`src/rtl/sobel_edge_filter.sv`:
```
// Purpose : 3x3 Sobel edge filter on RGB444 neighbourhoods, driving RGB444 video in one of four display modes.
// Latency : fixed 4 CLK25 cycles from pixel/sync inputs to rgb_out and the sync outputs, in every mode.
// Backpr. : none; accepts one pixel per cycle, never stalls, has no ready signal.
//
// Ports:
//   CLK25, reset           pixel clock; synchronous active-high reset
//   pix_C..pix_NW          3x3 neighbourhood, RGB444 {R,G,B}, aligned with active_in
//   active_in/hsync_in/vsync_in  pixel valid and active-low syncs
//   mode_in, thresh_in     requested mode / edge threshold, latched on vsync_in falling edge
//   rgb_out                RGB444 video (black outside the active area)
//   active_out/hsync_out/vsync_out  inputs delayed by 4 cycles
//   mode_cur               mode currently in effect
module sobel_edge_filter #(
  parameter logic [7:0] THRESH_DEFAULT = 8'd64,
  parameter logic [1:0] MODE_DEFAULT   = 2'd3
) (
  input  logic        CLK25,
  input  logic        reset,
  input  logic [11:0] pix_C,
  input  logic [11:0] pix_N,
  input  logic [11:0] pix_NE,
  input  logic [11:0] pix_E,
  input  logic [11:0] pix_SE,
  input  logic [11:0] pix_S,
  input  logic [11:0] pix_SW,
  input  logic [11:0] pix_W,
  input  logic [11:0] pix_NW,
  input  logic        active_in,
  input  logic        hsync_in,
  input  logic        vsync_in,
  input  logic [1:0]  mode_in,
  input  logic [7:0]  thresh_in,
  output logic [11:0] rgb_out,
  output logic        active_out,
  output logic        hsync_out,
  output logic        vsync_out,
  output logic [1:0]  mode_cur
);

  // Grayscale weights sum to 16, so the result tops out at 240 and fits 8 bits.
  function automatic logic [7:0] gray8(input logic [11:0] p);
    return (8'd5 * {4'b0000, p[11:8]}) +
           (8'd9 * {4'b0000, p[7:4]})  +
           (8'd2 * {4'b0000, p[3:0]});
  endfunction

  // ---------------------------------------------------------------------------
  // Frame-synchronous parameter latch. Changes only at the vsync falling edge,
  // when no active pixel can be in flight, so stage 4 may use mode_cur directly.
  // ---------------------------------------------------------------------------
  logic       vsync_prev;
  logic [7:0] thresh_cur;

  always_ff @(posedge CLK25) begin
    if (reset) begin
      vsync_prev <= 1'b1;
      mode_cur   <= MODE_DEFAULT;
      thresh_cur <= THRESH_DEFAULT;
    end else begin
      vsync_prev <= vsync_in;
      if (!vsync_in && vsync_prev) begin
        mode_cur   <= mode_in;
        thresh_cur <= thresh_in;
      end
    end
  end

  // ---------------------------------------------------------------------------
  // Validity / sync delay lines; bit 3 is the output, bit 2 lines up with stage 3.
  // ---------------------------------------------------------------------------
  logic [3:0] act_sr, hs_sr, vs_sr;

  always_ff @(posedge CLK25) begin
    if (reset) begin
      act_sr <= 4'h0;
      hs_sr  <= 4'hF;
      vs_sr  <= 4'hF;
    end else begin
      act_sr <= {act_sr[2:0], active_in};
      hs_sr  <= {hs_sr[2:0], hsync_in};
      vs_sr  <= {vs_sr[2:0], vsync_in};
    end
  end

  assign active_out = act_sr[3];
  assign hsync_out  = hs_sr[3];
  assign vsync_out  = vs_sr[3];

  // ---------------------------------------------------------------------------
  // Stage 1: grayscale. Neighbours indexed 1..8 = N, NE, E, SE, S, SW, W, NW.
  // The centre only ever feeds the gray display, so only its top nibble is kept.
  // ---------------------------------------------------------------------------
  logic [11:0] nb [1:8];
  logic [7:0]  nb_gray_s1 [1:8];
  logic [3:0]  gray_c_s1;
  logic [11:0] pix_c_s1;

  always_comb begin
    nb[1] = pix_N;
    nb[2] = pix_NE;
    nb[3] = pix_E;
    nb[4] = pix_SE;
    nb[5] = pix_S;
    nb[6] = pix_SW;
    nb[7] = pix_W;
    nb[8] = pix_NW;
  end

  always_ff @(posedge CLK25) begin
    if (reset) begin
      for (int k = 1; k <= 8; k++) nb_gray_s1[k] <= 8'h00;
      gray_c_s1 <= 4'h0;
      pix_c_s1  <= 12'h000;
    end else begin
      for (int k = 1; k <= 8; k++) nb_gray_s1[k] <= gray8(nb[k]);
      gray_c_s1 <= 4'(gray8(pix_C) >> 4);
      pix_c_s1  <= pix_C;
    end
  end

  // ---------------------------------------------------------------------------
  // Stage 2: signed gradients, +/-960 worst case fits 11 bits.
  // ---------------------------------------------------------------------------
  logic signed [10:0] gs [1:8];
  logic signed [10:0] gx_nx, gy_nx, gx_s2, gy_s2;
  logic [3:0]         gray_c_s2;
  logic [11:0]        pix_c_s2;

  always_comb begin
    for (int k = 1; k <= 8; k++) gs[k] = $signed({3'b000, nb_gray_s1[k]});
    gx_nx = (gs[2] + (gs[3] <<< 1) + gs[4]) - (gs[8] + (gs[7] <<< 1) + gs[6]);
    gy_nx = (gs[6] + (gs[5] <<< 1) + gs[4]) - (gs[8] + (gs[1] <<< 1) + gs[2]);
  end

  always_ff @(posedge CLK25) begin
    if (reset) begin
      gx_s2     <= '0;
      gy_s2     <= '0;
      gray_c_s2 <= 4'h0;
      pix_c_s2  <= 12'h000;
    end else begin
      gx_s2     <= gx_nx;
      gy_s2     <= gy_nx;
      gray_c_s2 <= gray_c_s1;
      pix_c_s2  <= pix_c_s1;
    end
  end

  // ---------------------------------------------------------------------------
  // Stage 3: L1 magnitude, scaled by 1/4 and saturated to 8 bits, then threshold.
  // ---------------------------------------------------------------------------
  logic [10:0] abs_x, abs_y, sum_nx, quarter;
  logic [7:0]  mag_nx;
  logic        edge_nx;
  logic [3:0]  mag_s3, gray_c_s3;
  logic        edge_s3;
  logic [11:0] pix_c_s3;

  always_comb begin
    abs_x   = gx_s2[10] ? 11'(-gx_s2) : 11'(gx_s2);
    abs_y   = gy_s2[10] ? 11'(-gy_s2) : 11'(gy_s2);
    sum_nx  = abs_x + abs_y;
    quarter = sum_nx >> 2;
    mag_nx  = (quarter > 11'd255) ? 8'hFF : quarter[7:0];
    edge_nx = (mag_nx >= thresh_cur);
  end

  always_ff @(posedge CLK25) begin
    if (reset) begin
      mag_s3    <= 4'h0;
      edge_s3   <= 1'b0;
      gray_c_s3 <= 4'h0;
      pix_c_s3  <= 12'h000;
    end else begin
      mag_s3    <= mag_nx[7:4];
      edge_s3   <= edge_nx;
      gray_c_s3 <= gray_c_s2;
      pix_c_s3  <= pix_c_s2;
    end
  end

  // ---------------------------------------------------------------------------
  // Stage 4: display mux, blanked outside the active area.
  // ---------------------------------------------------------------------------
  always_ff @(posedge CLK25) begin
    if (reset) begin
      rgb_out <= 12'h000;
    end else if (!act_sr[2]) begin
      rgb_out <= 12'h000;
    end else begin
      case (mode_cur)
        2'd0:    rgb_out <= pix_c_s3;
        2'd1:    rgb_out <= {gray_c_s3, gray_c_s3, gray_c_s3};
        2'd2:    rgb_out <= {mag_s3, mag_s3, mag_s3};
        default: rgb_out <= edge_s3 ? 12'hFFF : 12'h000;
      endcase
    end
  end

endmodule

```
`config.mk`:
```
export PLATFORM = sky130hd
export DESIGN_NAME = sobel_edge_filter
export DESIGN_NICKNAME = d
export VERILOG_FILES = /design/src/rtl/sobel_edge_filter.sv
export SDC_FILE = /design/constraint.sdc
export NUM_CORES = 1
export LEC_CHECK = 0
export CAP_MARGIN = 20
export CORE_MARGIN = 4
export CORE_UTILIZATION = 45
export CTS_CLUSTER_SIZE = 14
export DETAILED_ROUTE_END_ITERATION = 8
export PLACE_DENSITY = 0.71
export SETUP_SLACK_MARGIN = 0.02
export SLEW_MARGIN = 20
export SYNTH_ARGS = -nofsm -noshare
export SYNTH_HDL_FRONTEND = slang
export SYNTH_SLANG_ARGS = --single-unit
```
`constraint.sdc`:
```
create_clock -name CLK25 -period 4.4 [get_ports CLK25]
set_input_delay 1.32 -clock CLK25 [delete_from_list [all_inputs] [get_ports CLK25]]
set_output_delay 1.32 -clock CLK25 [all_outputs]
set_load 0.005 [all_outputs]
```
; ---- Yosys cells after proc, flatten, opt, wreduce, memory -nomap -nowiden
; Memories as Yosys holds them, arrays and structs flattened.
; Index checks and enable logic that the tools add are counted.
[word_totals]
ff_bits = 110
ramBits = 64
inputBits = 123
out_inout_bits = 17
word_cells = 100
n_memories = 1
[classes]
addsub = 31
mul = 18
order_cmp = 2
eq_ne = 2
mux = 16
n_bitwise = 9
reduce_logical = 4
[memory_table]
columns = memory, depth, width, read_ports, rd_clocked_by_memory_dff, wr, line
row1 = nb_gray_s1, 8, 8, 8, 0, 8, 94  ; logic [7:0] nb_gray_s1 [1:8];
[op_table]
columns = operator, n
row1 = 7-bit by 8-bit adder with 8-bit output, 9
row2 = 8-bit by 5-bit adder with 8-bit output, 9
row3 = "4-bit by 4-bit multiplier with 8-bit output, first input constant", 9
row4 = 8-bit 2-to-1 mux, 9
row5 = "3-bit by 4-bit multiplier with 7-bit output, first input constant", 9
row6 = 10-bit by 8-bit adder with 11-bit output, 4
row7 = 8-bit by 9-bit adder with 10-bit output, 4
row8 = 12-bit one-hot mux with 3 select lines, 1
row9 = 11-bit 2-to-1 mux, 2
row10 = 11-bit negation, 2
row11 = 11-bit subtractor, 2
row12 = 12-bit 2-to-1 mux, 1
row13 = 11-bit adder, 1
row14 = "9-bit by 8-bit greater-than comparator with 1-bit output, second input constant", 1
row15 = 8-bit >= comparator, 1
row16 = 1-bit bitwise OR, 8
row17 = 1-bit 2-to-1 mux, 3
row18 = "2-bit by 1-bit equality test with 1-bit output, second input constant", 1
row19 = "2-bit equality test, second input constant", 1
row20 = 2-bit zero test, 1
row21 = 2-bit OR reduction, 1
row22 = 1-bit logical AND, 1
row23 = 1-bit zero test, 1
row24 = 1-bit NOT, 1

; ---- Logic depth before layout (Yosys ltp)
[depth]
word_depth = 6
ltp_mapped = 20
ltp_nobuf = 20

; ---- Least setup slack after synthesis
; Ideal clock, no wire load.
[synth_path]
path_kind = in2reg
startpoint = input port pix_E[4]
endpoint = register, netlist name nb_gray_s1[0][31]
setup_ns = 0.128
arrival_time_ns = 4.152
t_required_ns = 4.272
path_slack_ns = 0.121
cell_stages = 13
path_buffers = 0
cell_sequence = ha_1 > ha_1 > fa_1 > inv_1 > fa_1 > inv_1 > ha_1 > a21o_1 > a21oi_1 > o21bai_1 > a21oi_1 > xor2_1 > nor2_1
[synth_lines]
columns = element, line
row1 = start: declaration, 22  ; input logic [11:0] pix_E,

==> results.yml <==
die:
  initial_utilization_pct: 45.7
  die_area_sq_um: 31100
  die_h_um: 176
  rows: 61
  core-area_sq_um: 27900
  io_pins: 140
  dieWidth_um: 176
final_layout:
  fin_nets: 1943
  layout-drive-gt1-share_pct: 8.26
  stdcell_area_sq_um: 15700
  fin_cells: 1867
  area_delta_synth_final_pct: 22.8
  diodes: 0
job:
  maxCapViolCount: 0
detailed_routing:
  num_vias: 8483
  wl_met3_um: 750
  drtIter0Drc: 336
  wl_met2_um: 11800
  avgViaCountPerCell: 4.54
  postRouteAntennaNets: 0
  first_pass_iters: 4
  highest_layer: "met4"
  routedWlPerCell_um: 12.5
  wl_met1_um: 10200
  wirelength_um: 23300
  drc: 0
critical_path:
  crit_fanout: 2
  crit_type: "in2reg"
  cp.arrival_ns: 4.57
  r2r_start: "gx_s2[3]$_SDFF_PP0_"
  cp-start-kind: "input pin"
  timing.rr.end: "edge_s3$_SDFF_PP0_"
  r2r_cells: 17
  worstPathRequired_ns: 4.72
  end_kind: "flop"
  rrSetupSlack_ns: 0.41
cts:
  postCtsHoldBufs: 0
  cts_tree: "done"
  clock_path_buffers: 2
  cts_made_buffers: 17
  cts_root_buf: "clkbuf_16"
  cts_max_level: 4
  clk_latency_ns: 0.42
  cts_sinks: 173
  clk_pin_slew_ns: 0.07
timing:
  fmax_mhz: 235
  min_period_over_period_pct: 96.8
  rsz0062_at_grt: "no"
  fin_worst_skew_ns: 0.0159
  hold_violations: 0
  setup_viol: 0
  relSlewSlack_pct: 42.6
  drv_slew: 0
  worst_pin_slew_ns: 0.861
  min_period_ns: 4.26
synth:
  ys_top_cells_by_area: "dfxtp_1 27%, fa_1 21%, ha_1 21%"
  yosysMostFrequentCell: "inv_1"
  synth_ff_type: "dfxtp_1"
  synth-async-reset-ratio_pct: 0
  syn-cell-area_sq_um: 12700
  avgSynthCellArea_sq_um: 9.94
  syn-num-nets: 1749
  synth_area_leader_cell: "dfxtp_1"
  ys_ff_latch: 173
  synth_top_area_share_pct: 27.2
  synth.cells.most_frequent: "276 x inv_1, 211 x ha_1, 173 x dfxtp_1"
  synth_cell_types: 52
  yosysSeqAreaShare_pct: 27.2
  syn_inst: 1282
  synth_edf_count: 0
  yosysWarningCount: 0
min_path:
  min_from: "vs_sr[2]$_SDFF_PP1_"
  min-delay-path-class: "reg2reg"
  hold_path_depth: 1
  hold_end: "vs_sr[3]$_SDFF_PP1_"
grt:
  grt-ovfl-total: 0
  grt_max_degree: 94
  track_usage_pct: 15.8
  grt_antenna_before_repair: 0
  grt_pass1_wl_um: 40400
  first_global_vias: 9170
placement:
  hpwl_um: 19900
  routabilityCongestion: 0.855
  dp_cells: 1834
  io_buffers: 139
  dpl-instance-area_sq_um: 15000
status:
  status: "finished, final reports clean"
through the flow:
stage	TNS, ns	setup WS (ns)	hold WS [ns]	util (%)
floorplan	0	0.121	0.389	-
global placement	-5.25	-0.332	0.395	53.7
detailed placement	-7.48	-0.423	0.395	53.7
CTS	0	0.0291	0.413	55.9
global route	0	0.0190	0.432	56.2
finish	0	0.140	0.410	56.2
registers in the layout, summed over array words and instances, names as in the netlist, 8 cells and up:
register / cells
nb_gray_s1: 64
pix_c_s1: 12
pix_c_s2: 12
pix_c_s3: 12
rgb_out: 12
gx_s2: 11
gy_s2: 11
thresh_cur: 8
cell type report:
cell class | count | area [sq um]
clock buffer | 17 | 425
clock inverter | 15 | 186
fill | 2412 | 12200
inverter | 276 | 1040
multi-input combinational | 808 | 8210
sequential | 173 | 3460
tap | 378 | 473
timing repair buffer | 200 | 1860
cell usage in the layout (no fill, tap or decap), types with 3 or more instances in the layout:
cell type	netlist	final
inv_1	276	276
ha_1	211	209
dfxtp_1	173	173
clkdlybuf4s50_1	0	138
fa_1	133	133
nor2b_1	86	86
nor2_1	63	63
buf_4	0	61
a21oi_1	60	50
nand2_1	46	46
xnor2_1	38	38
xor2_1	29	29
a21o_1	20	20
o21ai_0	18	18
clkbuf_16	0	17
o21bai_1	13	12
a21oi_2	0	10
nand2b_1	9	9
or2_2	8	8
a31oi_1	7	7
nor3_1	7	7
or3_1	5	5
inv_8	0	5
nand3_1	4	4
o31ai_1	4	4
a22oi_1	4	4
o21a_1	4	4
clkinv_8	0	4
o41ai_1	3	3
per-layer routing:
metal / global-route usage [%] / up-vias
li1: - / 4414
met1: 19.5 / 3920
met2: 28.5 / 119
met3: 2.44 / 30
met4: 4.39 / 0
met5: 0 / -
kinds of logic (layout without fill, tap and decap cells):
group | Yosys count | after routing | share of synthesized area (%)
fa+ha+maj | 344 | 344 | 41.6
buf+inv | 301 | 508 | 8.92
simple gates | 245 | 245 | 10.1
flops | 173 | 173 | 27.2
compound gates | 149 | 149 | 7.28
xor+xnor | 68 | 68 | 4.73
mux | 2 | 2 | 0.177
worst max path at each step:
stage	slack, ns	start	to	cells after the start
6_report	0.14	pix_N[4]	nb_gray_s1[0][15]$_SDFF_PP0_	14
5_1_grt	0.02	pix_S[4]	nb_gray_s1[0][47]$_SDFF_PP0_	14
4_1_cts	0.03	pix_S[4]	nb_gray_s1[0][47]$_SDFF_PP0_	14
3_5_place_dp	-0.42	pix_S[4]	nb_gray_s1[0][47]$_SDFF_PP0_	14
3_3_place_gp	-0.33	pix_NE[4]	nb_gray_s1[0][23]$_SDFF_PP0_	14
2_1_floorplan	0.12	pix_E[4]	nb_gray_s1[0][31]$_SDFF_PP0_	13
worst max-delay path: stages:
cell and delay [ns]:
clkdlybuf4s50_1 0.42, ha_1 0.30, ha_1 0.27, inv_1 0.05, fa_1 0.50, fa_1 0.57
inv_1 0.05, ha_1 0.28, a21o_1 0.17, a21oi_1 0.19, o21bai_1 0.08, a21oi_1 0.16
xor2_1 0.16, nor2_1 0.05
repair_timing:
item                       in CTS  in global routing
resized for setup               0                 13
setup buffers                   0                  1
setup endpoints to repair       0                 10
Power is left out: the tool's default activity adds up to more than one toggle a clock period on the data nets, which glitch-free logic cannot reach.
